`src/rtl/psram_req_queue.sv`:
```
// psram_req_queue: request FIFO and single-outstanding sequencer in front of
// PsramController. Issues one 1-cycle read/write strobe per queued request,
// waits for the controller's busy to drop (or times out), returns an in-order
// completion and keeps 1x/2x latency and timeout statistics.
module psram_req_queue #(
  parameter int DEPTH   = 4,
  parameter int LATENCY = 3
) (
  input  logic        clk,
  input  logic        reset,
  input  logic        req_valid,
  output logic        req_ready,
  input  logic        req_we,
  input  logic        req_byte,
  input  logic [21:0] req_addr,
  input  logic [15:0] req_wdata,
  output logic        rsp_valid,
  output logic        rsp_we,
  output logic        rsp_err,
  output logic [15:0] rsp_rdata,
  output logic [7:0]  rsp_byte,
  output logic        mem_read,
  output logic        mem_write,
  output logic        mem_byte_write,
  output logic [21:0] mem_addr,
  output logic [15:0] mem_din,
  input  logic [15:0] mem_dout,
  input  logic        mem_busy,
  input  logic        stat_clr,
  output logic [23:0] wr_1x,
  output logic [23:0] wr_2x,
  output logic [23:0] rd_1x,
  output logic [23:0] rd_2x,
  output logic        timeout_seen
);

  localparam int AW = (DEPTH > 1) ? $clog2(DEPTH) : 1;
  localparam int EW = 40;
  localparam int CW = $clog2(10 + 2 * LATENCY + 1) + 1;
  localparam logic [CW-1:0] WR_TIMEOUT = CW'(5 + 2 * LATENCY);
  localparam logic [CW-1:0] RD_TIMEOUT = CW'(10 + 2 * LATENCY);
  localparam logic [CW-1:0] WR_1X_MAX  = CW'(4 + LATENCY);
  localparam logic [CW-1:0] RD_1X_MAX  = CW'(10 + LATENCY);

  typedef enum logic {ST_IDLE, ST_WAIT} state_t;

  state_t        state_reg;
  logic [EW-1:0] fifo_mem [DEPTH];
  logic [AW-1:0] head_reg;
  logic [AW-1:0] tail_reg;
  logic [AW:0]   count_reg;
  logic [CW-1:0] cnt_reg;
  logic          op_we_reg;
  logic          timeout_seen_reg;

  logic          push;
  logic          pop;
  logic          done;
  logic          timeout;
  logic [EW-1:0] head_entry;
  logic [CW-1:0] timeout_lim;
  logic [3:0]    stat_inc;
  logic [4*24-1:0] stat_bus;

  assign req_ready   = (count_reg != (AW+1)'(DEPTH));
  assign push        = req_valid && req_ready;
  assign pop         = (state_reg == ST_IDLE) && (count_reg != '0) && !mem_busy;
  assign head_entry  = fifo_mem[head_reg];
  assign timeout_lim = op_we_reg ? WR_TIMEOUT : RD_TIMEOUT;
  // busy is ignored for the first WAIT cycle so the controller has time to raise it
  assign done        = (state_reg == ST_WAIT) && (cnt_reg >= CW'(2)) && !mem_busy;
  assign timeout     = (state_reg == ST_WAIT) && !done && mem_busy && (cnt_reg == timeout_lim);

  // FIFO storage write: {we, byte, addr, wdata}
  always_ff @(posedge clk) begin
    if (push) begin
      fifo_mem[tail_reg] <= {req_we, req_byte, req_addr, req_wdata};
    end
  end

  // FIFO pointers and occupancy; simultaneous push and pop leave the count unchanged
  always_ff @(posedge clk) begin
    if (reset) begin
      head_reg  <= '0;
      tail_reg  <= '0;
      count_reg <= '0;
    end else begin
      if (push) tail_reg <= tail_reg + AW'(1);
      if (pop)  head_reg <= head_reg + AW'(1);
      case ({push, pop})
        2'b10:   count_reg <= count_reg + (AW+1)'(1);
        2'b01:   count_reg <= count_reg - (AW+1)'(1);
        default: count_reg <= count_reg;
      endcase
    end
  end

  // Sequencer: issue strobe, wait for completion or timeout, register response
  always_ff @(posedge clk) begin
    if (reset) begin
      state_reg      <= ST_IDLE;
      cnt_reg        <= '0;
      op_we_reg      <= 1'b0;
      mem_read       <= 1'b0;
      mem_write      <= 1'b0;
      mem_byte_write <= 1'b0;
      mem_addr       <= '0;
      mem_din        <= '0;
      rsp_valid      <= 1'b0;
      rsp_we         <= 1'b0;
      rsp_err        <= 1'b0;
      rsp_rdata      <= '0;
      rsp_byte       <= '0;
    end else begin
      mem_read  <= 1'b0;
      mem_write <= 1'b0;
      rsp_valid <= 1'b0;
      case (state_reg)
        ST_IDLE: begin
          if (pop) begin
            op_we_reg      <= head_entry[39];
            mem_byte_write <= head_entry[38];
            mem_addr       <= head_entry[37:16];
            mem_din        <= head_entry[15:0];
            mem_write      <= head_entry[39];
            mem_read       <= !head_entry[39];
            cnt_reg        <= CW'(1);
            state_reg      <= ST_WAIT;
          end
        end
        ST_WAIT: begin
          if (done) begin
            rsp_valid <= 1'b1;
            rsp_we    <= op_we_reg;
            rsp_err   <= 1'b0;
            rsp_rdata <= op_we_reg ? 16'h0000 : mem_dout;
            rsp_byte  <= op_we_reg ? 8'h00 : (mem_addr[0] ? mem_dout[15:8] : mem_dout[7:0]);
            state_reg <= ST_IDLE;
          end else if (timeout) begin
            rsp_valid <= 1'b1;
            rsp_we    <= op_we_reg;
            rsp_err   <= 1'b1;
            rsp_rdata <= 16'h0000;
            rsp_byte  <= 8'h00;
            state_reg <= ST_IDLE;
          end else begin
            cnt_reg <= cnt_reg + CW'(1);
          end
        end
        default: state_reg <= ST_IDLE;
      endcase
    end
  end

  // Latency classification of a successful completion: 0=wr_1x 1=wr_2x 2=rd_1x 3=rd_2x
  always_comb begin
    stat_inc = '0;
    if (done) begin
      if (op_we_reg) begin
        if (cnt_reg > WR_1X_MAX) stat_inc[1] = 1'b1;
        else                     stat_inc[0] = 1'b1;
      end else begin
        if (cnt_reg > RD_1X_MAX) stat_inc[3] = 1'b1;
        else                     stat_inc[2] = 1'b1;
      end
    end
  end

  genvar gi;
  generate
    for (gi = 0; gi < 4; gi++) begin : g_stat
      logic [23:0] stat_reg;
      // Saturating statistics counter; clear takes priority over increment
      always_ff @(posedge clk) begin
        if (reset || stat_clr) begin
          stat_reg <= '0;
        end else if (stat_inc[gi] && (stat_reg != 24'hFFFFFF)) begin
          stat_reg <= stat_reg + 24'd1;
        end
      end
      assign stat_bus[gi*24 +: 24] = stat_reg;
    end
  endgenerate

  // Sticky timeout flag
  always_ff @(posedge clk) begin
    if (reset || stat_clr) begin
      timeout_seen_reg <= 1'b0;
    end else if (timeout) begin
      timeout_seen_reg <= 1'b1;
    end
  end

  assign wr_1x        = stat_bus[0*24 +: 24];
  assign wr_2x        = stat_bus[1*24 +: 24];
  assign rd_1x        = stat_bus[2*24 +: 24];
  assign rd_2x        = stat_bus[3*24 +: 24];
  assign timeout_seen = timeout_seen_reg;

endmodule

```
`config.mk`:
```
export PLATFORM = sky130hd
export DESIGN_NAME = psram_req_queue
export DESIGN_NICKNAME = d
export VERILOG_FILES = /design/src/rtl/psram_req_queue.sv
export SDC_FILE = /design/constraint.sdc
export NUM_CORES = 1
export LEC_CHECK = 0
export ABC_CLOCK_PERIOD_IN_PS = 6200
export CORE_MARGIN = 10
export CORE_UTILIZATION = 57
export DETAILED_ROUTE_END_ITERATION = 10
export MAX_ROUTING_LAYER = met4
export PLACE_DENSITY = 0.85
export SLEW_MARGIN = 20
export SYNTH_ARGS = -nofsm -noshare
export SYNTH_HDL_FRONTEND = slang
export SYNTH_SLANG_ARGS = --single-unit
```
`constraint.sdc`:
```
create_clock -name clk -period 6.2 [get_ports clk]
set_input_delay 1.86 -clock clk [delete_from_list [all_inputs] [get_ports clk]]
set_output_delay 1.86 -clock clk [all_outputs]
set_load 0.01 [all_outputs]
```
Word-level counts from Yosys, hierarchy flattened
Memory sizes are Yosys's and may differ from the RTL's. A register that Yosys moved wholly into a read port is not among the register bits.
Cells that the tools add are included.
{ "totals": {"reg_bits": 180, "latchBits": 0, "ram_bits": 160, "rom_bits": 0, "output_inout_bits": 166, "word_cells": 105, "mem_count": 1} }
{ "memory_table": {"columns": ["name", "depth", "word_bits", "read_ports", "rd_clocked_by_memory_dff", "wr", "line", "source"], "rows": [
  ["fifo_mem", 4, 40, 1, 1, 1, "48", "logic [EW-1:0] fifo_mem [DEPTH];"]
]} }
{ "classes": {"add_sub_neg": 9, "multipliers": 0, "n_div": 0, "order_cmp": 3, "n_eq_ne": 11, "shifts": 0, "muxes": 34, "bitwise_logic": 2, "reduce_logical": 24} }
{ "ops": {"columns": ["operator", "n"], "rows": [
  ["$add 24x1->24 const B", 4],
  ["$ne 24x24->1 const B", 4],
  ["$mux 16", 3],
  ["$mux 8", 4],
  ["$mux 6", 3],
  ["$mux 1", 15],
  ["$logic_and 1x1->1", 12],
  ["$pmux 6 s2", 1],
  ["$mux 2", 4],
  ["$add 6x1->6 const B", 1],
  ["$eq 6x5->1", 1],
  ["$ge 6x2->1 const B", 1],
  ["$gt 6x3->1 const B", 1],
  ["$gt 6x4->1 const B", 1],
  ["$ne 2x2->1 const B", 3],
  ["$pmux 3 s2", 1],
  ["$mux 5", 1],
  ["$add 2x1->2 const B", 2],
  ["$mux 4", 1],
  ["$reduce_and 2->1", 2],
  ["$reduce_bool 2->1", 2],
  ["$add 3x1->3 const B", 1],
  ["$logic_not 1->1", 3],
  ["$ne 3x3->1 const B", 1],
  ["10 further kinds", 11]
]} }

Logic depth before layout (Yosys ltp)
Gate-level depths: netlist of run 1.
{ "depth": {"depth_word": 10, "mapped_depth": 12, "mapped_depth_nobuf": 10} }

Worst setup path before layout of run 1
Ideal clock, no wire load.
{ "synth_path": {"kind": "input-to-reg", "startpoint": "in mem_busy", "endpoint": "reg count_reg[2]", "arrival_time_ns": 4.349, "required_ns": 6.130, "path_slack_ns": 1.781, "stages": 12, "n_path_buf": 4, "cell_sequence": "buf_2 -> or3_1 -> clkbuf_1 -> inv_1 -> clkbuf_1 -> clkbuf_1 -> ha_1 -> inv_1 -> fa_1 -> xor2_1 -> or3_1 -> a21oi_1"} }
{ "synth_between": {"elab_chain_cells": 4, "word_cells_on_any_way": 6, "cone_classes": "2 x eq/ne; 1 x mux; 3 x reduce/logical"} }
{ "synth_lines": {"columns": ["element", "line", "source"], "rows": [
  ["start, declared", "28", "input logic mem_busy,"],
  ["$logic_not 1->1 (*)", "67", "assign pop = (state_reg == ST_IDLE) && (count_reg != '0) && !mem_busy;"],
  ["$logic_and 1x1->1 (*)", "67", null],
  ["net pop", "57", "logic pop;"],
  ["$eq 2x1->1 or $eq 2x2->1 (tied branches)", "90", "case ({push, pop})"],
  ["$pmux 3 s2 or $reduce_bool 2->1 (tied branches)", null, null],
  ["end signal, assigned", "91", "2'b10: count_reg <= count_reg + (AW+1)'(1);"],
  ["end signal, assigned", "92", "2'b01: count_reg <= count_reg - (AW+1)'(1);"],
  ["end signal, assigned", "93", "default: count_reg <= count_reg;"],
  ["end, declared", "51", "logic [AW:0] count_reg;"]
]} }
Mark *: on every way through the listed nets, which the timed path passes. The rest lies on a longest branch.
A chain may end at the register's enable or synchronous reset.

Worst setup path in the final report of run 1
{ "layout_path": {"startpoint": "in mem_busy", "endpoint": "reg count_reg[2]"} }
{ "layout_between": {"elab_chain_cells": 4, "word_cells_on_any_way": 6, "cone_classes": "2 x eq/ne; 1 x mux; 3 x reduce/logical"} }
{ "layout_lines": {"columns": ["element", "line"], "rows": [
  ["$logic_not 1->1 (*)", "67"],
  ["$logic_and 1x1->1 (*)", "67"],
  ["$eq 2x1->1 or $eq 2x2->1 (tied branches)", "90"],
  ["$pmux 3 s2 or $reduce_bool 2->1 (tied branches)", null]
]} }
Every way passes the cells marked *; elsewhere a longest branch is shown, timed or not.

==> run_results.csv, run 1 <==
group,metric,value,unit
run_status,outcome,"finished, final reports clean",
logic_synthesis,synth_edf_count,160,
pwr,power_density,334,mW/mm^2
sta,fmaxAchievable,231,MHz
detailed_routing,met3_length,2540,um
detailed_routing,initialDrtViolationCount,940,
worst_hold_path,hold_path_startpoint,"mem_din[0]",
logic_synthesis,cell_type_with_the_highest_aggregate_area_in_the_netlist,"edfxtp_1",
die,coreArea,0.0236,sq mm
cts,cts.sink_count,342,
logic_synthesis,yosys.cell_types.count,56,
sta,timing.final.max_slew_violations,0,
logic_synthesis,ys.flop_type,"dfxtp_1",
sta,fin_crit_sh,69.8,%
sta,finalSetupTns,0,ns
placed_design,worst_slack_placed,1.30,ns
global_routing,gr-usage-all-layers,21.9,%
global_routing,number_of_global_route_vias_before_repair,9929,
worst_hold_path,hold-path-cell-count,2,
logic_synthesis,synth-seq-area-share,61.4,%
global_routing,gr-total-overflow,0,
cts,clock-root-buffer,"clkbuf_16",
critical_path,worst_ep_arrival_time,4.79,ns
detailed_routing,route.detailed.vias_per_inst,5.89,
logic_synthesis,synth_fa_ha_area_share,1.33,%
layout,drive_gt1_share,8.83,%
logic_synthesis,cell_area_synth,0.0138,sq mm
global_routing,maximum_number_of_pins_on_one_net_before_global_route_repair,65,
critical_path,worst-path-max-fanout,43,
detailed_routing,avgRoutedWirePerCell,19.7,um
critical_path,worstSetupStartpointType,"primary input",
placed_design,place.port_buffers,226,
logic_synthesis,asyncSetResetFlopFracSynth,0,%
worst_hold_path,hold_path_class,"flip-flop to flip-flop",
die,initial_core_util,58.3,%
sta,finalWorstSetupSlack,1.87,ns
logic_synthesis,yosys-top-cells-area,"edfxtp_1 35%, dfxtp_1 26%, mux4_2 6.5%",
layout,max_flop_register,"fifo_mem",
cts,clockBufferDepth,3,
logic_synthesis,synthesis.nets,1234,
logic_synthesis,largest_family_of_logic_cells_by_synthesized_area,"simple AND/OR/NAND/NOR gates",
sta,worst_pin_slew,1.09,ns
detailed_routing,routed-wl-met2,17200,um
logic_synthesis,synth_top_cells_by_count,"182 x dfxtp_1, 160 x edfxtp_1, 133 x nand2_1",
logic_synthesis,synth_simple_gate_area_share,14.6,%
sta,final-hold-violation-count,0,
critical_path,r2r_start,"cnt_reg[1]",
die,placementRows,56,
sta,grt_setup_unrepaired,"no",
cts,clock_tree_from_tritoncts,"built",
global_routing,grt_pass1_wl,53400,um
die,fp.dieArea,0.0308,sq mm
logic_synthesis,yosys_warnings,0,
cts,clock_insertion_delay_worst_skew,0.53,ns
detailed_routing,met1_length,13300,um
logic_synthesis,synth.area.mux_share,7.42,%
detailed_routing,vias,10103,
critical_path,crit_path_end_kind,"flip-flop",
job,drv_cap,0,
sta,final.min_clock_period,4.33,ns
placed_design,placement.cell_area,0.0162,sq mm
layout,final_net_count,1441,
critical_path,minimum_setup_slack_among_reg_to_reg_paths,3.31,ns
detailed_routing,routed_wirelength,33700,um
pwr,power.leakage,5.46,nW
cts,post-cts-setup-buffer-count,0,
layout,largest_reg_flops,160,
logic_synthesis,yosysMostFrequentCell,"dfxtp_1",
detailed_routing,drt_first_pass_iters,4,
sta,final-setup-viol-count,0,
logic_synthesis,post_synth_inst_count,1159,
critical_path,timing_worst_setup_path_type,"primary input to flip-flop",
sta,clock_skew,0.0216,ns
critical_path,timing.critical_path.required,6.66,ns
cts,holdBufCountCts,0,
cts,number_of_buffers_inserted_during_clock_tree_synthesis,36,
logic_synthesis,synth.top_cell.area_share,34.9,%
critical_path,worst-r2r-cell-count,6,
detailed_routing,drt_drc_violations_left,0,
logic_synthesis,synth_compound_gate_area_share,10.5,%
global_routing,grt_antenna_before_repair,3,
die,fp.dieW,175,um
die,die_y,175,um
cts,htree_levels,2,
placed_design,globalplace.congestion,0.826,
cts,post_cts_resized,0,
critical_path,r2r_end,"wr_1x[23]",
logic_synthesis,syn-mean-instance-area,11.9,sq um
worst_hold_path,min_to,"mem_din[0]",
layout,syn2layout_area_growth,26.9,%
detailed_routing,highest_layer,"met4",
cts,path_clk_slew,0.06,ns
placed_design,hpwl,22100,um
logic_synthesis,postSynthRegisterBits,342,
sta,slew-limit-headroom,27.2,%
logic_synthesis,post_synth_xor_area_fraction,2.54,%
detailed_routing,final_antenna_net_count,0,
die,pin_count,227,
layout,post-route-cell-area,0.0175,sq mm
pwr,vdd.ir_drop.worst,0.326,mV
[logic make-up after synthesis]
group	after synthesis
adder cells (fa/ha/maj)	14
buffers and inverters	82
AND/OR/NAND/NOR	395
flip-flops	342
XOR/XNOR	40
multiplexers	52
AO/OA/AOI/OAI	234
[worst max-delay path, stage by stage]
cell and delay (ns):
clkdlybuf4s50_1 0.58, or3_2 0.95, clkinv_1 0.17, ha_1 0.19, inv_1 0.06, fa_1 0.37, xor2_1 0.15, or3_1 0.31
a21oi_1 0.14
[per-stage QoR]
step                      utilization [%]  total power [mW]  std cells  hold WS (ns)
after detailed placement             68.7              3.72       1646         0.446
after floorplan                         -              3.34       1159         0.469
after global placement               68.7              3.69       1646         0.444
final                                74.0              5.83       1715         0.456
after global routing                 74.0              6.08       1715         0.472
after CTS                            73.8              5.88       1711         0.456
[cell type report]
type,instances,area (sq um)
Sequential cell,342,8450
Fill cell,1593,6150
Multi-Input combinational cell,735,5040
Timing Repair Buffer,232,2300
Clock buffer,48,996
Tap cell,319,399
Clock inverter,17,200
Inverter,19,71.3
Antenna cell,3,7.51
[metal layers]
layer  global-route usage, %  vias up
met4                    6.25        0
li1                        -     4797
met2                    37.2      345
met5                       -        -
met3                    5.15       47
met1                    25.4     4914
[worst max-delay path by stage]
stage	endpoint	slack [ns]	startpoint	cells past startpoint
finish	count_reg[2]	1.87	mem_busy	9
global route	count_reg[2]	1.71	mem_busy	9
CTS	rd_2x[23]	1.85	mem_busy	6
detailed placement	count_reg[2]	1.30	mem_busy	9
global placement	count_reg[2]	1.37	mem_busy	9
floorplan	count_reg[2]	1.78	mem_busy	12
[power by group]
part / total [mW] / switching [mW] / internal [mW]
combinational: 0.964 / 0.509 / 0.456
clock: 2.15 / 0.880 / 1.27
sequential: 2.72 / 0.144 / 2.57
total: 5.83 / 1.53 / 4.30
[layout by cell type, fill, tap and decap left out, drive strengths merged, types with 8 or more instances in the layout]
cell and instances:
nand2 133, o2bb2ai 8, mux4 40, nor4 11
inv 20, a22o 16, edfxtp 160, or3 46
o31ai 9, and2 8, xnor2 31, o21ai 50
and3 16, a211oi 15, mux2i 12, nor3 11
clkinv 8, nor2 62, clkbuf 48, nand3 35
ha 13, nand4 27, clkdlybuf4s50 225, or4 15
a21oi 101, dfxtp 182, xor2 9, and4 17
Power figures use the tool's default switching activity.
==> run 2: changes to the inputs <==
- ABC_CLOCK_PERIOD_IN_PS: 6200 -> 4300
- CORE_UTILIZATION: 57 -> 53
- PLACE_DENSITY: 0.85 -> 0.79
- clock period: 6.2 -> 4.3 ns (I/O delays scaled with it)
==> run 2 against run 1 <==
  * First-iteration DRC count fell by 15%
  * Highest routed layer unchanged
  * Critical endpoint unchanged
  * Clock skew is 0.0036 ns lower
  * Non-clock buffer count is 14 higher
  * Cell area grew 0.34%
  * Clock-buffer cell count up 1
  * Sequential power grew 44%
==> run_results.csv, run 2 (synthesis gave the netlist of run 1 again) <==
group,metric,value,unit
detailed_routing,initialDrtViolationCount,801,
cts,post-cts-setup-buffer-count,0,
pwr,p_comb_share,16.9,%
detailed_routing,routed_wirelength,32900,um
cts,clock_tree_from_tritoncts,"built",
cts,holdBufCountCts,0,
critical_path,critical-path-slowest-cell,"or3_2",
critical_path,crit_path_end_kind,"flip-flop",
worst_hold_path,hold-path-cell-count,2,
pwr,p_int,6.09,mW
sta,final.min_clock_period,3.27,ns
critical_path,minimum_setup_slack_among_reg_to_reg_paths,1.59,ns
placed_design,hpwl,22500,um
detailed_routing,vias,10070,
pwr,reported_net_switching_power,2.14,mW
global_routing,maximum_number_of_pins_on_one_net_before_global_route_repair,77,
die,fp.dieArea,0.0328,sq mm
pwr,power.leakage,5.53,nW
cts,clockBufferDepth,3,
sta,worst_pin_slew,1.03,ns
sta,final-setup-viol-count,0,
critical_path,crit_path_max_incr_delay,0.49,ns
cts,path_clk_slew,0.06,ns
critical_path,cpLargestDelayFamily,"simple AND/OR/NAND/NOR gates",
sta,fmaxAchievable,306,MHz
cts,clock_insertion_delay_worst_skew,0.51,ns
detailed_routing,drt_drc_violations_left,0,
sta,clock_skew,0.0180,ns
detailed_routing,final_antenna_net_count,0,
global_routing,number_of_global_route_vias_before_repair,9785,
cts,number_of_buffers_inserted_during_clock_tree_synthesis,36,
placed_design,placement.cell_area,0.0164,sq mm
die,placementRows,58,
placed_design,globalplace.congestion,0.846,
sta,fin_crit_sh,76.0,%
critical_path,worst_ep_arrival_time,3.70,ns
sta,final-hold-violation-count,0,
detailed_routing,drt_first_pass_iters,5,
placed_design,place.port_buffers,226,
sta,slew-limit-headroom,31.2,%
layout,max_flop_register,"fifo_mem",
global_routing,gr-total-overflow,0,
sta,whs,0.454,ns
detailed_routing,avgRoutedWirePerCell,18.9,um
worst_hold_path,hold_path_class,"flip-flop to flip-flop",
job,drv_cap,0,
pwr,vdd.ir_drop.worst,0.402,mV
worst_hold_path,min_to,"mem_din[7]",
layout,post-route-cell-area,0.0175,sq mm
layout,layout.cells.most_common_list,"225 x clkdlybuf4s50_1, 180 x dfxtp_1, 160 x edfxtp_1",
die,pin_count,227,
critical_path,r2r_start,"cnt_reg[0]",
run_status,outcome,"finished, final reports clean",
global_routing,grt_pass1_wl,52400,um
critical_path,r2r_end,"rsp_rdata[8]",
detailed_routing,route.detailed.vias_per_inst,5.79,
layout,syn2layout_area_growth,27.3,%
layout,mostFrequentLayoutCell,"clkdlybuf4s50_1",
critical_path,timing_worst_setup_path_type,"primary input to flip-flop",
die,die_y,181,um
layout,drive_gt1_share,9.45,%
cts,post_cts_resized,0,
die,coreArea,0.0254,sq mm
global_routing,gr-usage-all-layers,19.8,%
pwr,share_clk_of_total_power,35.4,%
pwr,power_density,470,mW/mm^2
critical_path,crit_path_cell_trace,"clkdlybuf4s50_1 -> buf_4 -> or3_2 -> clkinv_1 -> ha_1 -> inv_1 -> fa_1 -> xor2_1 -> or3_1 -> a21oi_1",
critical_path,worstSetupStartpointType,"primary input",
critical_path,worst-r2r-cell-count,7,
worst_hold_path,hold_path_startpoint,"mem_din[7]",
pwr,seq_power_share,47.8,%
cts,clock-root-buffer,"clkbuf_16",
critical_path,crit_path_start,"mem_busy",
die,fp.dieW,181,um
cts,cts.sink_count,342,
critical_path,timing.critical_path.required,4.73,ns
critical_path,worst-path-max-fanout,10,
cts,htree_levels,2,
sta,grt_setup_unrepaired,"no",
global_routing,grt_antenna_before_repair,1,
die,initial_core_util,54.2,%
sta,finalSetupTns,0,ns
layout,final_net_count,1455,
sta,timing.final.max_slew_violations,0,
layout,largest_reg_flops,160,
critical_path,critical_path.n_buffers_inverters,4,
pwr,switching_share,26.0,%
run 2: how the worst max path moves through the flow:
stage | end | slack [ns] | cells after the start
global placement | count_reg[2] | 0.60 | 10
detailed placement | count_reg[2] | 0.50 | 10
floorplan | count_reg[2] | 0.45 | 12
finish | count_reg[2] | 1.03 | 10
global route | rd_1x[18] | 0.91 | 7
CTS | count_reg[2] | 1.04 | 10
run 2: final cells by class:
cell class / instances / area [sq um]
fillers: 1823 / 7870
multi-input cells: 735 / 5030
clock inverters: 16 / 113
diodes: 1 / 2.50
repair buffers: 246 / 2440
clock buffers: 49 / 1000
inverters: 19 / 71.3
well taps: 330 / 413
flip-flops and latches: 342 / 8450
run 2: power by group through the flow:
stage	sequential [mW]	clock [mW]	combinational, mW
floorplan	3.92	0	0.891
global placement	3.99	0	1.38
detailed placement	4.01	0	1.40
CTS	3.94	2.98	1.41
global route	3.98	3.11	1.53
finish	3.93	2.91	1.39
run 2: per-layer routing:
layer  global-route usage, %  wire (um)  up-vias  part of all wire, %
met1                    23.9      13600     4885                   41
met4                    4.78        519        0                  1.6
met5                       -          0        -                    0
met3                    5.27       2620       43                  8.0
li1                        -          -     4820                    -
met2                    32.5      16200      322                   49
run 2: worst reg2reg max path, stage by stage (launching register included):
cell     delay [ns]
dfxtp_1        0.49
inv_1          0.11
ha_1           0.23
nor4_1         0.37
a21oi_1        0.29
a31o_2         0.33
a21oi_4        0.58
a22o_1         0.27
run 2: through the flow:
| step | setup WS, ns | std cells | power (mW) | utilization (%) |
|---|---|---|---|---|
| final | 1.03 | 1738 | 8.23 | 69.0 |
| after global placement | 0.602 | 1672 | 5.37 | 64.6 |
| after floorplan | 0.451 | 1159 | 4.81 | - |
| after detailed placement | 0.504 | 1672 | 5.41 | 64.6 |
| after global routing | 0.910 | 1738 | 8.62 | 69.0 |
| after CTS | 1.04 | 1737 | 8.34 | 68.9 |
==> run 3: changes to the inputs <==
- ABC_CLOCK_PERIOD_IN_PS: 4300 -> 2900
- CORE_UTILIZATION: 53 -> 48
- PLACE_DENSITY: 0.79 -> 0.76
- clock period: 4.3 -> 2.9 ns (I/O delays scaled with it)
==> run 3 against run 2 <==
  * Die area grew 9.2%
  * Largest cell class unchanged
  * Worst hold slack lost 0.00068 ns
  * Non-clock buffer count grew 37
  * Clock skew is essentially flat
  * Flip-flop and latch count is the same
  * Clock power grew 60%
  * Setup slack lost 0.96 ns
  * Cell count grew 5.2%
  * Routed wire length grew 3.8%
==> run_results.csv, run 3 (synthesis gave the netlist of run 1 again) <==
group,metric,value,unit
sta,fin_crit_sh,97.3,%
detailed_routing,route.detailed.vias_per_inst,5.62,
cts,path_clk_slew,0.06,ns
global_routing,gr-usage-all-layers,19.1,%
sta,whs,0.453,ns
placed_design,globalplace.congestion,0.847,
placed_design,worst_slack_placed,-0.421,ns
layout,layout.cells.most_common_list,"225 x clkdlybuf4s50_1, 180 x dfxtp_1, 160 x edfxtp_1",
layout,mostFrequentLayoutCell,"clkdlybuf4s50_1",
global_routing,grt_antenna_before_repair,3,
layout,max_flop_register,"fifo_mem",
sta,timing.final.max_slew_violations,0,
critical_path,timing_worst_setup_path_type,"primary input to flip-flop",
placed_design,placement.cell_area,0.0168,sq mm
global_routing,grt_pass1_wl,54400,um
critical_path,crit_path_end_kind,"flip-flop",
pwr,vdd.ir_drop.worst,0.669,mV
critical_path,timing.critical_path.required,3.34,ns
detailed_routing,avgRoutedWirePerCell,18.7,um
job,drv_cap,0,
cts,post-cts-setup-buffer-count,0,
die,initial_core_util,49.1,%
detailed_routing,vias,10278,
sta,final-hold-violation-count,0,
die,die_y,189,um
cts,htree_levels,2,
critical_path,worst_ep_arrival_time,3.27,ns
pwr,seq_power_share,45.3,%
die,fp.dieArea,0.0359,sq mm
critical_path,worstSetupStartpointType,"primary input",
detailed_routing,drt_drc_violations_left,0,
layout,syn2layout_area_growth,31.3,%
cts,post_cts_resized,0,
cts,clock_tree_from_tritoncts,"built",
pwr,reported_net_switching_power,3.29,mW
cts,cts.sink_count,342,
global_routing,number_of_global_route_vias_before_repair,10107,
placed_design,place.port_buffers,226,
layout,largest_reg_flops,160,
detailed_routing,final_antenna_net_count,0,
pwr,power.leakage,5.78,nW
detailed_routing,initialDrtViolationCount,598,
cts,clockBufferDepth,3,
placed_design,placed_cells,1757,
die,placementRows,61,
cts,holdBufCountCts,0,
detailed_routing,routed_wirelength,34100,um
sta,clock_skew,0.0183,ns
layout,drive_gt1_share,12.4,%
layout,final_non_filler_cells,1829,
pwr,p_int,9.37,mW
run_status,outcome,"finished, final reports clean",
layout,final_net_count,1493,
cts,clock-root-buffer,"clkbuf_16",
layout,fill_cells,2189,
pwr,share_clk_of_total_power,36.8,%
sta,finalWorstSetupSlack,0.0778,ns
placed_design,hpwl,23600,um
pwr,post-layout-total-power,12.7,mW
sta,grt_setup_unrepaired,"no",
cts,number_of_buffers_inserted_during_clock_tree_synthesis,37,
sta,slew-limit-headroom,52.6,%
worst_hold_path,hold_path_class,"flip-flop to flip-flop",
sta,fmaxAchievable,354,MHz
critical_path,worst-path-max-fanout,8,
pwr,power_density,701,mW/mm^2
die,pin_count,227,
cts,clock_insertion_delay_worst_skew,0.53,ns
global_routing,gr-total-overflow,0,
sta,final-setup-viol-count,0,
die,fp.dieW,189,um
global_routing,maximum_number_of_pins_on_one_net_before_global_route_repair,49,
sta,worst_pin_slew,0.709,ns
layout,post-route-cell-area,0.0181,sq mm
pwr,p_comb_share,18.0,%
pwr,switching_share,26.0,%
sta,final.min_clock_period,2.82,ns
die,coreArea,0.0280,sq mm
detailed_routing,drt_first_pass_iters,5,
-- run 3: changes by cell type in the layout (fill, tap and decap cells not counted), moves of 2 or more --
cell / change
buf_12: +7
buf_4: +30
bufinv_16: +2
clkbuf_1: -2
clkbuf_8: +2
clkinv_2: -2
clkinv_8: +2
diode_2: +3
inv_2: +2
-- run 3: metrics by stage --
stage               setup TNS, ns  util [%]
floorplan                 -0.0419         -
global placement           -20.54      60.1
detailed placement         -25.59      60.1
CTS                             0      64.5
global route                    0      64.5
finish                          0      64.5
-- run 3: per-layer routing --
layer | GRT usage (%) | share of wire, % | vias to the layer above
met2 | 31.7 | 50 | 317
met1 | 23.2 | 41 | 4994
met4 | 4.46 | 1.9 | 0
met3 | 4.48 | 6.9 | 55
li1 | - | - | 4912
met5 | - | 0 | -
-- run 3: area by class of cell --
class / count / area [sq um] / share of cell area (%)
antenna: 4 / 10.0 / 0.0554
clock buffer: 49 / 1020 / 5.65
clock inverter: 19 / 198 / 1.09
inverter: 19 / 71.3 / 0.395
multi-input combinational: 735 / 5040 / 27.9
sequential: 342 / 8450 / 46.8
tap: 378 / 473 / 2.62
timing repair buffer: 283 / 2810 / 15.5
-- run 3: final timing paths --
kind | start | endpoint | slack [ns] | cells after the start
min reg2reg | mem_addr[20] | mem_addr[20] | 0.45 | 2
min | mem_addr[20] | mem_addr[20] | 0.45 | 2
max | mem_busy | wr_1x[19] | 0.08 | 6
max reg2reg | cnt_reg[1] | wr_1x[19] | 0.25 | 6
-- run 3: power by group through the flow --
stage	logic [mW]	registers (mW)	clock network [mW]
after global routing	2.50	5.79	4.95
after CTS	2.33	5.74	4.75
after floorplan	1.38	5.81	0
after detailed placement	2.31	5.84	0
after global placement	2.26	5.82	0
final	2.28	5.73	4.65
-- run 3: worst max-delay path, cell delays in order --
cell,delay (ns)
clkdlybuf4s50_1,0.49
nand3b_1,0.21
or4_1,0.50
or4_1,0.67
or3_1,0.36
a21oi_1,0.16
==> RTL edit 1: new RTL, config.mk and constraints of run 2 <==
Change the parameter `DEPTH` from 4 to 8.
--- a/src/rtl/psram_req_queue.sv
+++ b/src/rtl/psram_req_queue.sv
@@ -3,7 +3,7 @@
 // waits for the controller's busy to drop (or times out), returns an in-order
 // completion and keeps 1x/2x latency and timeout statistics.
 module psram_req_queue #(
-  parameter int DEPTH   = 4,
+  parameter int DEPTH   = 8,
   parameter int LATENCY = 3
 ) (
   input  logic        clk,
Formal check against the unedited RTL: not equivalent (a bounded check fails within 10 cycles, from zero or initial values and one cycle with reset high).
==> RTL edit 1 against run 2 <==
Sequential cell count is 164 higher. Core utilization is 3.0 points lower. Synthesized area is 46% higher. Routed wire length is 46% higher. Die area is 40% higher. Total power is 51% higher. Worst setup slack worse by 60 ps. First-iteration DRC count is 41% higher. Design area is 41% higher. Synthesized cell count is 20% higher. Critical endpoint is now mem_addr[0].
==> RTL edit 1: results (changes against run 2) <==
| Metric | Value |
|---|---|
| Clock buffers | `58 (+18%)` |
| First-pass GRT wire length | `73600 µm (+41%)` |
| RD Place Congestion | `0.797 (-5.8%)` |
| Pwr/cell area | `502 nW/µm² (+6.9%)` |
| FF+latch area | `13300 µm² (+58%)` |
| Pre-Repair DR Iteration Count | `5 (unchanged)` |
| Synth Warn # | `0 (unchanged)` |
| Final Non-Filler Cells | `2177 (+25%)` |
| Seq/Total Area, Yosys | `66.5% (+5.1 points)` |
| Layout cell share with drive strength beyond 1 | `13.1% (+3.7 points)` |
| Slew HR | `30.8% (-0.41 points)` |
| GRT Resource Usage Total | `20.7% (+0.94 points)` |
| Clock skew | `16.1 ps (-1.88 ps)` |
| Post-synth EDFFs | `320 (+100%)` |
| Synth top cells by count | `320 x edfxtp_1, 186 x dfxtp_1, 93 x nor2_1, 80 x mux4_2, 61 x nand2_1` |
| Setup WS pre-CTS | `415 ps (-88.8 ps)` |
| Placed cell count | `2077 (+24%)` |
| Critical path data arrival time | `2040 ps (-1660 ps)` |
| NonClk Buf Share | `10.2% (-3.7 points)` |
| DR vias/cell | `5.97 (+3.0%)` |
| Multi-input logic cell count | `785 (+6.8%)` |
| CTS max path bufs | `3 (unchanged)` |
| Vias in the first global route | `12700 (+30%)` |
| Worst VDD drop | `0.424 mV (+5.5%)` |
| CP max stage delay | `760 ps (+270 ps)` |
| Largest net degree at the start of global routing | `56 (-27%)` |
| Drt total wl | `47900 µm (+46%)` |
| Sequential cell count | `506 (+48%)` |
| Initial antenna violation count | `5 (+4)` |
| Clock tree cell share of total cell area | `6.89% (+0.53 points)` |
| Initial DRC count | `1131 (+41%)` |
| Final HPWL DP | `29600 µm (+32%)` |
| Multi-input gate area | `6450 µm² (+28%)` |
| CTS buffer count | `51 (+42%)` |
| Comb power frac | `16.9% (about the same)` |
| Placed cell areas | `23000 µm² (+40%)` |
| Non-clk bufs | `255 (+3.7%)` |
| Inverters | `20 (+1)` |
| Power Internal | `9.18 mW (+51%)` |
| Total power | `12.4 mW (+51%)` |
| Pleak | `7.64 nW (+38%)` |
| Seq group | `5.87 mW (+49%)` |
| Yosys cell types | `61 (+8.9%)` |
| Syn avg cell area | `14.4 µm² (+22%)` |
| Antenna diodes | `5 (+4)` |
| Mapped Nets | `1462 (+18%)` |
| Crit path max-delay family | `flip-flops` |
| Clock latency on the worst-skew pair | `600 ps (+90 ps)` |
| Largest register FFs | `320 (+100%)` |
| Slowest stage cell, crit path | `dfxtp_1` |
| Core area | `37500 µm² (+48%)` |
| Status | `completed` |
| Number of fill cells | `2655 (+46%)` |
| Synth top area cells | `edfxtp_1 48%, dfxtp_1 19%, mux4_2 9.0%` |
| # nets final | `1693 (+16%)` |
[RTL edit 1: worst paths after layout]
kind,from,to,slack [ps],depth (start not counted)
setup / recovery,mem_addr[0],mem_addr[0],970,1
hold / removal,rsp_byte[0],rsp_byte[0],460,1
setup reg to reg,cnt_reg[1],rd_2x[11],1130,7
hold reg to reg,rsp_byte[0],rsp_byte[0],460,1
[RTL edit 1: layer usage]
layer	vias to the layer above	routed length (µm)	track usage (%)
li1	5964	-	-
met1	6534	19600	25.3
met2	441	24400	34.8
met3	58	3220	4.61
met4	0	656	4.63
met5	-	0	-
[RTL edit 1: logic make-up after synthesis]
group                    after synthesis  share of synthesized area (%)
flip-flops                           506                           66.5
AND/OR/NAND/NOR                      378                           10.2
AO/OA/AOI/OAI                        232                           7.69
multiplexers                         134                           11.7
buffers and inverters                 97                           1.90
XOR/XNOR                              28                           1.22
adder cells (fa/ha/maj)               13                          0.811
==> RTL edit 2: new RTL, settings of run 2 <==
Without the edit above. Reset style: asynchronous (`reset`), changed in 2 clocked blocks.
--- a/src/rtl/psram_req_queue.sv
+++ b/src/rtl/psram_req_queue.sv
@@ -79,7 +79,7 @@
   end
 
   // FIFO pointers and occupancy; simultaneous push and pop leave the count unchanged
-  always_ff @(posedge clk) begin
+  always_ff @(posedge clk or posedge reset) begin
     if (reset) begin
       head_reg  <= '0;
       tail_reg  <= '0;
@@ -96,7 +96,7 @@
   end
 
   // Sequencer: issue strobe, wait for completion or timeout, register response
-  always_ff @(posedge clk) begin
+  always_ff @(posedge clk or posedge reset) begin
     if (reset) begin
       state_reg      <= ST_IDLE;
       cnt_reg        <= '0;
Behaviour: differs if reset is asserted again (counterexample within 4 cycles, from zero or initial values and one cycle with reset high); with reset held inactive, the same outputs for 4 cycles.
==> RTL edit 2 against run 2 <==
Die area is 1.8% higher. Design area is 2.8% higher. Routed wire length rose by 5.0%. Count of clock-buffer cells in the layout increased by 5. First-iteration DRC count shrank 8.7%. Hold slack better by 19 ps. Sequential power rose by 16%. Sequential cell count fell by 2. Worst setup slack got worse by 110 ps. Synthesized area up 2.1%. Core utilization increased by 0.15 points. Total power up 28%. Critical endpoint is now rd_2x[17].
==> RTL edit 2: results (changes against run 2) <==
| Metric | Value |
|---|---|
| GRT Resource Usage Total | `20.6% (+0.78 points)` |
| Crit Path Max Fanout | `30 (+20)` |
| Drt total wl | `34500 µm (+5.0%)` |
| RD Place Congestion | `0.840 (-0.78%)` |
| Synth top area cells | `edfxtp_1 34%, dfrtp_1 15%, dfxtp_1 14%` |
| WL met3 | `2410 µm (-8.3%)` |
| Setup WS pre-CTS | `411 ps (-93.0 ps)` |
| First-pass GRT wire length | `54800 µm (+4.6%)` |
| Clock skew | `26.0 ps (+8.02 ps)` |
| # nets final | `1432 (-1.6%)` |
| Layout cell share with drive strength beyond 1 | `11.2% (+1.7 points)` |
| Initial antenna violation count | `2 (+1)` |
| Yosys cell types | `69 (+23%)` |
| Final HPWL DP | `23900 µm (+6.2%)` |
| Pleak | `6.53 nW (+18%)` |
| Synth top cells by count | `179 x nand2_1, 160 x edfxtp_1, 97 x dfxtp_1, 83 x dfrtp_1, 58 x nor2_1` |
| Slew HR | `27.9% (-3.2 points)` |
| Critical path data arrival time | `3810 ps (+110 ps)` |
| Synth Area in Adders | `1.30% (-0.027 points)` |
| Main flop type after synthesis | `edfxtp_1` |
| Seq/Total Area, Yosys | `62.8% (+1.4 points)` |
| Worst VDD drop | `0.585 mV (+46%)` |
| Vias in the first global route | `9964 (+1.8%)` |
| Compound-Gate Fraction of Synth Area | `9.00% (-1.4 points)` |
| WL met2 | `17200 µm (+6.4%)` |
| Initial DRC count | `731 (-8.7%)` |
| Clock latency on the worst-skew pair | `530 ps (+20 ps)` |
| Met1 wire length | `14200 µm (+4.8%)` |
| Status | `completed` |
| Mapped Nets | `1200 (-2.8%)` |
| DR vias/cell | `5.86 (+1.1%)` |
| Number of fill cells | `1813 (-0.55%)` |
| Largest net degree at the start of global routing | `48 (-38%)` |
-- RTL edit 2: through the flow --
step	cells	instance area, µm²
3_3_place_gp	1654	16700
4_1_cts	1720	18000
3_5_place_dp	1654	16700
6_report	1722	18000
5_1_grt	1722	18000
2_1_floorplan	1125	14100
-- RTL edit 2: final cells by class --
type                    instances  area [µm²]  share of cell area (%)
multi-input cells             712        4930                    27.4
inverters                      18        68.8                   0.382
clock inverters                12         215                    1.19
flip-flops and latches        340        8820                    49.0
diodes                          2        5.00                  0.0278
well taps                     335         419                    2.33
clock buffers                  54        1080                    5.99
repair buffers                249        2470                    13.7
-- RTL edit 2: metal layers --
layer,track usage (%),vias to the layer above
met2,33.7,335
met1,25.3,5010
met3,4.63,48
li1,-,4693
met4,5.84,0
met5,-,-
-- RTL edit 2: path summary, 6_finish.rpt --
path | startpoint | end | slack (ps) | cells after the start
max in group asynchronous | reset | mem_addr[12] | 2180 | 3
min in group asynchronous | reset | rsp_rdata[10] | 1460 | 2
worst max register to register | cnt_reg[0] | rd_2x[19] | 1420 | 7
worst min register to register | mem_byte_write | mem_byte_write | 470 | 2
worst min-delay path | mem_byte_write | mem_byte_write | 470 | 2
worst max-delay path | mem_busy | rd_2x[17] | 920 | 6
-- RTL edit 2: cell families (layout without fill, tap and decap cells) --
group,count (synthesis),after routing
fa+ha+maj,14,14
other cells,0,2
mux,63,63
simple gates,418,418
compound gates,187,187
buf+inv,73,333
xor+xnor,30,30
flops,340,340
-- RTL edit 2: critical path, stage by stage --
cell and delay, ps:
clkdlybuf4s50_1 600, nor3b_4 340, o21ai_2 210, a211o_1 610, or4_1 600, a21oi_1 160
-- RTL edit 2: power breakdown --
| part | internal, mW | switching, mW |
|---|---|---|
| clock | 2.05 | 1.26 |
| sequential | 4.08 | 0.454 |
| combinational | 1.34 | 1.31 |
| total | 7.48 | 3.03 |
